$ cat src/rtl/int_to_fp_converter.sv
// int_to_fp_converter
//   Sequential two's-complement integer to IEEE-style single-precision float
//   converter. It shifts one leading zero out per cycle, spends one cycle
//   rounding (round-to-nearest-even), and then holds the result until the
//   consumer accepts it. Only one conversion is in flight at a time.
//
//   Optional build macro: INT_TO_FP_FAST_NORM_EN
//     When defined, NORM shifts by 8 in a single cycle whenever the top 8
//     magnitude bits are all zero. Results are bit-identical to the default
//     build; only the latency changes.
//
//   Ports:
//     clk          clock, rising edge
//     reset        synchronous active-high reset
//     in_valid     in_int is valid
//     in_ready     converter can accept an input (IDLE only)
//     in_int       signed integer operand, INT_WIDTH bits
//     out_valid    out_fp / out_inexact are valid
//     out_ready    downstream accepts the result
//     out_fp       packed {sign, exp, frac}
//     out_inexact  discarded bits were non-zero
module int_to_fp_converter #(
  parameter int unsigned INT_WIDTH     = 32,
  parameter int unsigned EXPONENT_BITS = 8,
  parameter int unsigned FRACTION_BITS = 23
) (
  input  logic                                     clk,
  input  logic                                     reset,
  input  logic                                     in_valid,
  output logic                                     in_ready,
  input  logic [INT_WIDTH-1:0]                     in_int,
  output logic                                     out_valid,
  input  logic                                     out_ready,
  output logic [EXPONENT_BITS+FRACTION_BITS:0]     out_fp,
  output logic                                     out_inexact
);

  localparam int unsigned FP_WIDTH  = 1 + EXPONENT_BITS + FRACTION_BITS;
  // Bits of the normalised magnitude below the guard bit (sticky region).
  localparam int unsigned LOW_BITS  = INT_WIDTH - 2 - FRACTION_BITS;
  localparam int unsigned BIAS      = (1 << (EXPONENT_BITS - 1)) - 1;
  localparam logic [EXPONENT_BITS-1:0] EXP_INIT =
    EXPONENT_BITS'(BIAS + INT_WIDTH - 1);
  localparam logic [INT_WIDTH-1:0] LOW_MASK =
    (INT_WIDTH'(1) << LOW_BITS) - INT_WIDTH'(1);
`ifdef INT_TO_FP_FAST_NORM_EN
  localparam int unsigned FAST_STEP = 8;
`endif

  typedef enum logic [1:0] {
    IDLE  = 2'd0,
    NORM  = 2'd1,
    ROUND = 2'd2,
    DONE  = 2'd3
  } state_t;

  state_t                       state_q, state_d;
  logic [INT_WIDTH-1:0]         mag_q, mag_d;
  logic [EXPONENT_BITS-1:0]     exp_q, exp_d;
  logic                         sign_q, sign_d;
  logic                         in_ready_q, in_ready_d;
  logic                         out_valid_q, out_valid_d;
  logic [FP_WIDTH-1:0]          out_fp_q, out_fp_d;
  logic                         out_inexact_q, out_inexact_d;

  // Rounding datapath, evaluated from the normalised magnitude.
  logic [FRACTION_BITS-1:0]     frac_trunc;
  logic [FRACTION_BITS:0]       frac_sum;
  logic                         guard_bit;
  logic                         sticky_bit;
  logic                         round_up;
  logic [FRACTION_BITS-1:0]     frac_rnd;
  logic [EXPONENT_BITS-1:0]     exp_rnd;

  assign frac_trunc = mag_q[INT_WIDTH-2 -: FRACTION_BITS];
  assign guard_bit  = mag_q[LOW_BITS];
  assign sticky_bit = |(mag_q & LOW_MASK);
  assign round_up   = guard_bit & (sticky_bit | frac_trunc[0]);
  assign frac_sum   = {1'b0, frac_trunc} + (FRACTION_BITS+1)'(1);
  assign frac_rnd   = round_up ? frac_sum[FRACTION_BITS-1:0] : frac_trunc;
  // A carry out of the fraction means the mantissa rolled over to 1.0 x 2^(e+1).
  assign exp_rnd    = (round_up && frac_sum[FRACTION_BITS])
                      ? exp_q + EXPONENT_BITS'(1) : exp_q;

  // Next-state and datapath update.
  always_comb begin
    state_d       = state_q;
    mag_d         = mag_q;
    exp_d         = exp_q;
    sign_d        = sign_q;
    in_ready_d    = in_ready_q;
    out_valid_d   = out_valid_q;
    out_fp_d      = out_fp_q;
    out_inexact_d = out_inexact_q;

    case (state_q)
      IDLE: begin
        if (in_valid && in_ready_q) begin
          sign_d     = in_int[INT_WIDTH-1];
          // Negation wraps the most negative input onto 2^(INT_WIDTH-1), which is its magnitude.
          mag_d      = in_int[INT_WIDTH-1] ? (~in_int + INT_WIDTH'(1)) : in_int;
          exp_d      = EXP_INIT;
          in_ready_d = 1'b0;
          if (in_int == '0) begin
            state_d       = DONE;
            out_fp_d      = '0;
            out_inexact_d = 1'b0;
            out_valid_d   = 1'b1;
          end else begin
            state_d = NORM;
          end
        end
      end

      NORM: begin
        if (mag_q[INT_WIDTH-1]) begin
          state_d = ROUND;
`ifdef INT_TO_FP_FAST_NORM_EN
        end else if (mag_q[INT_WIDTH-1 -: FAST_STEP] == '0) begin
          mag_d = mag_q << FAST_STEP;
          exp_d = exp_q - EXPONENT_BITS'(FAST_STEP);
`endif
        end else begin
          mag_d = mag_q << 1;
          exp_d = exp_q - EXPONENT_BITS'(1);
        end
      end

      ROUND: begin
        exp_d         = exp_rnd;
        out_fp_d      = {sign_q, exp_rnd, frac_rnd};
        out_inexact_d = guard_bit | sticky_bit;
        out_valid_d   = 1'b1;
        state_d       = DONE;
      end

      DONE: begin
        if (out_ready) begin
          out_valid_d = 1'b0;
          in_ready_d  = 1'b1;
          state_d     = IDLE;
        end
      end

      default: begin
        state_d = IDLE;
      end
    endcase
  end

  // State and output registers.
  always_ff @(posedge clk) begin
    if (reset) begin
      state_q       <= IDLE;
      mag_q         <= '0;
      exp_q         <= '0;
      sign_q        <= 1'b0;
      in_ready_q    <= 1'b1;
      out_valid_q   <= 1'b0;
      out_fp_q      <= '0;
      out_inexact_q <= 1'b0;
    end else begin
      state_q       <= state_d;
      mag_q         <= mag_d;
      exp_q         <= exp_d;
      sign_q        <= sign_d;
      in_ready_q    <= in_ready_d;
      out_valid_q   <= out_valid_d;
      out_fp_q      <= out_fp_d;
      out_inexact_q <= out_inexact_d;
    end
  end

  assign in_ready    = in_ready_q;
  assign out_valid   = out_valid_q;
  assign out_fp      = out_fp_q;
  assign out_inexact = out_inexact_q;

endmodule

$ cat config.mk
export PLATFORM = sky130hd
export DESIGN_NAME = int_to_fp_converter
export DESIGN_NICKNAME = d
export VERILOG_FILES = /design/src/rtl/int_to_fp_converter.sv
export SDC_FILE = /design/constraint.sdc
export NUM_CORES = 1
export LEC_CHECK = 0
export CAP_MARGIN = 40
export CORE_MARGIN = 5
export CORE_UTILIZATION = 30
export DETAILED_ROUTE_END_ITERATION = 8
export PLACE_DENSITY = 0.6
export SLEW_MARGIN = 25
export SYNTH_ARGS = -nofsm -noshare
export SYNTH_HDL_FRONTEND = slang
export SYNTH_SLANG_ARGS = --single-unit
$ cat constraint.sdc
create_clock -name clk -period 3.2 [get_ports clk]
set_input_delay 0.64 -clock clk [delete_from_list [all_inputs] [get_ports clk]]
set_output_delay 0.64 -clock clk [all_outputs]
set_load 0.03 [all_outputs]
[Word level (Yosys, flattened, before mapping)]
Index checks and enable logic that the tools add are counted.
Storage, ports and cells
  bits in registers: 78
Cells by class
  reductions and logical operators: 18
  equality and inequality tests: 8
  bitwise operators: 4
  mux-type cells: 27
  $add $sub $neg: 4
Operators by type and width (count)
  32-bit 2-to-1 mux: 5
  32-bit one-hot mux with 2 select lines: 2
  32-bit by 1-bit adder with 32-bit output (second input constant): 1
  32-bit logical NOT: 1
  32-bit NOT: 1
  23-bit by 1-bit adder with 24-bit output (second input constant): 1
  8-bit 2-to-1 mux: 3
  8-bit one-hot mux with 3 select lines: 1
  23-bit 2-to-1 mux: 1
  3-bit AND reduction: 5
  2-bit inequality test (second input constant): 5
  8-bit by 1-bit adder with 8-bit output (second input constant): 1
  2-bit 2-to-1 mux: 4
  2-bit one-hot mux with 4 select lines: 1
  8-bit by 1-bit subtractor with 8-bit output (second input constant): 1
  1-bit 2-to-1 mux: 7
  7-bit OR reduction: 1
  2-bit nonzero test: 3
  3-bit nonzero test: 2
  2-bit == test (second input constant): 2
  1-bit one-hot mux with 2 select lines: 2
  2-bit AND reduction: 2
  4-bit AND reduction: 1
  1-bit one-hot mux with 3 select lines: 1
  other kinds (5): 7

[Logic depth before layout (Yosys ltp)]
  depth after elaboration: 6
  gate-level depth with buffers: 12

[Worst setup path after synthesis]
Ideal clock, no wire load.
  path kind: input to register
  start point: input port in_int[0]
  end point: register mag_q[30]
  library setup time: 114 ps
  path slack: 69 ps
  required time: 3086 ps
  cell stages on the path: 10
  arrival: 3017 ps
  cell sequence: inv_1 > ha_1 > or4b_2 > or3_1 > buf_6 > or2_1 > buf_6 > o41ai_1 > xor2_1 > a2111oi_0
Between the ends
  cells in the longest elaborated chain, start to end: 5
RTL lines
  from (decl): line 31  | input logic [INT_WIDTH-1:0] in_int,
  32-bit NOT: line 101  | mag_d = in_int[INT_WIDTH-1] ? (~in_int + INT_WIDTH'(1)) : in_int;
  32-bit by 1-bit adder with 32-bit output: line 101
  32-bit 2-to-1 mux: line 101
  32-bit 2-to-1 mux: line 98  | if (in_valid && in_ready_q) begin
  32-bit one-hot mux with 2 select lines: line 96  | case (state_q)
  to (signal assigned): line 164  | mag_q <= mag_d;
  to (decl): line 58  | logic [INT_WIDTH-1:0] mag_q, mag_d;
Every way passes these cells. The select of a mux whose other input is x is not followed.
A chain may end at the register's enable or synchronous reset.

[Final worst setup path]
  start point: input port in_int[5]
  end point: register mag_q[27]
Same word-level chain as after synthesis.

==> key figures <==
Clock tree
  – Sink Count: about 80
  – CTS tree: built
  – Skew-Pair Late Insertion Delay: about 340 ps
  – CTS Buffer Depth: 2
  – H-Tree Depth: 3
  – CTS Hold Bufs: 0
  – Clk slew on worst S/H paths: around 60 ps
  – Num CTS Buffers: 9
  – Root Driver: clkbuf_16
  – Setup bufs post-CTS: 0

Route
  – Total routed wirelength: 13.78 mm
  – WL/cell: around 15 um
  – Vias/cell: roughly 5
  – Total number of vias: between 4000 and 5000
  – 1st-pass router iterations: 4
  – Initial DRC Count: between 300 and 400
  – DR DRC count: 0
  – Antenna-violating nets left: 0

Logic synthesis
  – Syn Nets: between 600 and 700
  – #FFs+latches synth: 78
  – Compound-Gate Fraction of Synth Area: between 20% and 30%
  – Synth Cell Area: between 4000 and 5000 um^2
  – Synth Area in XOR/XNOR: 10.02%
  – Post-synthesis adder-cell area fraction: roughly 2.6%
  – Library cells used by synthesis: 57
  – Post-synthesis mux area share: roughly 1.5%
  – Yosys top cell by area: dfxtp_1
  – Ranking of synthesized cells by area: dfxtp_1, xnor2_1, a21oi_1, nand2_1, nor2_1
  – Synth Instances: roughly 640
  – Number of enable flip-flop cells after synthesis: 0
  – Syn avg cell area: 7.710 um^2
  – Simple-gate share of the synthesized area: roughly a quarter
  – Largest family of logic cells by synthesized area: simple AND/OR/NAND/NOR gates
  – Main synth FF type: dfxtp_1
  – FFs w/ async S/R, synth: 0%
  – Post-synth top area share: a little under a third
  – Sequential fraction of the synthesis area: about a third
  – Warnings from Yosys: 0

GRT
  – Total track usage: between 10% and 20%
  – Largest net degree at the start of global routing: 39
  – First-pass GRT wire length: approximately 23 mm
  – Gr ovfl total: 0
  – Vias in the first global route: approximately 4300
  – Initial antenna violation count: 0

STA
  – Setup Viol. Count Final: 0
  – RSZ-0062 raised after global routing: false
  – Final hold vios: 0
  – Slew Limit Headroom: 48.88%
  – Final period demand of the worst path: ~3000 ps
  – Max Freq: about 330 MHz
  – Worst hold slack: approximately 450 ps
  – Worst slew pin tran: 760.9 ps
  – Fin. max-slew vios: 0
  – Final cycle utilization of the critical path: approximately 95%
  – Clock Skew: slightly below 9 ps

Finish
  – Non-filler cells, final: 930
  – P&R area growth vs syn: 30.33%
  – Layout cells sized above 1: a little under an eighth
  – Total inserted antenna cells: 0
  – Fin util: 40.03%
  – Layout Nets: around 760
  – Fillers: ~1700

Worst setup path
  – Worst Setup Path Type: primary input to register
  – Setup crit end kind: register
  – Critical Path AT: 3260 ps
  – Critical Path Start: in_int[5]
  – CP max-delay cell: or4b_4
  – Reg2reg start: state_q[0]$_SDFFE_PP0P_
  – Critical Path, Cell by Cell: clkdlybuf4s50_1 -> or4_4 -> or4b_4 -> or2_4 -> o41ai_2 -> xor2_1 -> a2111oi_2
  – Slowest stage delay, CP: about 600 ps
  – Required @ worst endpoint: between 3000 and 4000 ps
  – Startpoint Class: primary input
  – Crit Path Max Fanout: 7

Floorplanning
  – DIE WIDTH: 137.8 um
  – Io pins: 71
  – Initial Util: 30.71%
  – Height of the die: 137.8 um
  – Die area: about 19000 um^2
  – Placeable Area: approximately 16000 um^2
  – Cell Rows: 46

Power
  – Static Leak: approximately 2.2 nW
  – Worst VDD drop: 0.0002668 V
  – Pwr/cell area: 716.1 nW/um^2

Job
  – Max cap viols: 0

Placement
  – DP Cell Count: roughly 900
  – # port buffers: 70
  – Final Wtd Congestion: between 0.8 and 0.9
  – Dpl hpwl: 10.38 mm

Status
  – Outcome: completed

Min path
  – Path category of the worst min-delay check: register to register
  – Hold_sp: out_fp[16]$_SDFFE_PP0P_
==> worst max-delay path: cells and delay by family <==
kind / cells / cell delay (ps)
and+or+nand+nor: 3 / 1450
AOI/OAI and AO/OA: 2 / 600
buffers and inverters: 1 / 440
xor gates and xnor gates: 1 / 130
==> final cells by class <==
type,instances,area (um^2),area share (%)
multi-input cells,491,3085,48.35
flip-flops and latches,78,1562,24.47
repair buffers,113,1056,16.55
well taps,216,270.3,4.235
clock buffers,9,225.2,3.529
clock inverters,7,122.6,1.922
inverters,16,60.06,0.9412
==> logic make-up after synthesis <==
family | after synthesis
muxes | 7
buffers and inverters | 66
and+or+nand+nor | 258
AOI/OAI and AO/OA | 160
xor gates and xnor gates | 56
DFF | 78
adders and majority gates | 10
==> per-layer routing <==
layer | wire (um) | track usage, %
met5 | 0 | 0
met4 | 131 | 4.336
met3 | 792 | 2.958
met2 | 5533 | 19.96
met1 | 7318 | 23.43
==> through the flow <==
step / power (W) / setup slack, ps / setup TNS, ps / instance area, um^2
CTS: 0.004545 / 2.357 / 0 / 6345
floorplan: 0.002760 / 68.67 / 0 / 4896
global route: 0.004885 / 47.56 / 0 / 6381
detailed placement: 0.003342 / -364.0 / -8789 / 5984
global placement: 0.003329 / -327.2 / -7007 / 5984
finish: 0.004570 / 171.1 / 0 / 6381
==> layout by cell type (no fill, tap or decap), types with 4 or more instances in the layout <==
master / netlist / routed
a2111oi_0: 12 / 8
a211oi_1: 10 / 10
a21oi_1: 54 / 54
a221oi_1: 5 / 5
a22oi_1: 4 / 4
and3_1: 10 / 10
buf_4: 0 / 40
clkbuf_16: 0 / 9
clkdlybuf4s50_1: 0 / 69
dfxtp_1: 78 / 78
ha_1: 10 / 10
inv_1: 16 / 16
mux2i_1: 5 / 5
nand2_1: 66 / 66
nand2b_1: 4 / 4
nand3_1: 38 / 38
nand3b_1: 9 / 9
nand4_1: 13 / 13
nor2_1: 59 / 58
nor3_1: 17 / 17
nor4_1: 10 / 10
o211ai_1: 6 / 6
o21ai_0: 28 / 28
o31ai_1: 14 / 14
or3_1: 7 / 6
or4_1: 7 / 6
xnor2_1: 36 / 36
xor2_1: 20 / 20
==> power breakdown <==
part / internal, W / switching, W
sequential: 0.00118 / 0.000322
clock: 0.000764 / 0.000421
combinational: 0.000769 / 0.00111
total: 0.00272 / 0.00185
==> synth_stat cells, types with 4 or more instances <==
cell	count
mux2i_1	5
and3_1	10
o41ai_1	4
buf_6	6
clkbuf_1	38
nand3_1	38
o211ai_1	6
buf_2	4
or4_1	7
o21ai_0	28
o31ai_1	14
nand4_1	13
nor3_1	17
ha_1	10
nor2_1	59
nand2_1	66
xor2_1	20
or3_1	7
a21oi_1	54
inv_1	16
nand3b_1	9
nor4_1	10
nand2b_1	4
dfxtp_1	78
xnor2_1	36
a22oi_1	4
a2111oi_0	12
a211oi_1	10
a221oi_1	5
==> flip-flops by register name (all words and copies together) (netlist names) <==
register / cells
in_ready: 1
out_inexact: 1
out_fp: 32
state_q: 2
exp_q: 8
out_valid: 1
mag_q: 32
sign_q: 1
==> repair_timing <==
| action | CTS | global route |
|---|---|---|
| endpoints found under the setup margin | 2 | 12 |
| cloned | 0 | 0 |
| resized for setup | 3 | 11 |
| pin swaps | 0 | 1 |
==> worst paths after layout <==
path / end / depth (start not counted) / slack, ps
setup reg to reg: mag_q[14]$_SDFFE_PP0P_ / 8 / 670
setup / recovery: mag_q[27]$_SDFFE_PP0P_ / 7 / 170
hold reg to reg: out_fp[16]$_SDFFE_PP0P_ / 2 / 450
hold / removal: out_fp[16]$_SDFFE_PP0P_ / 2 / 450
No activity file was read; power rests on OpenSTA's default activity.
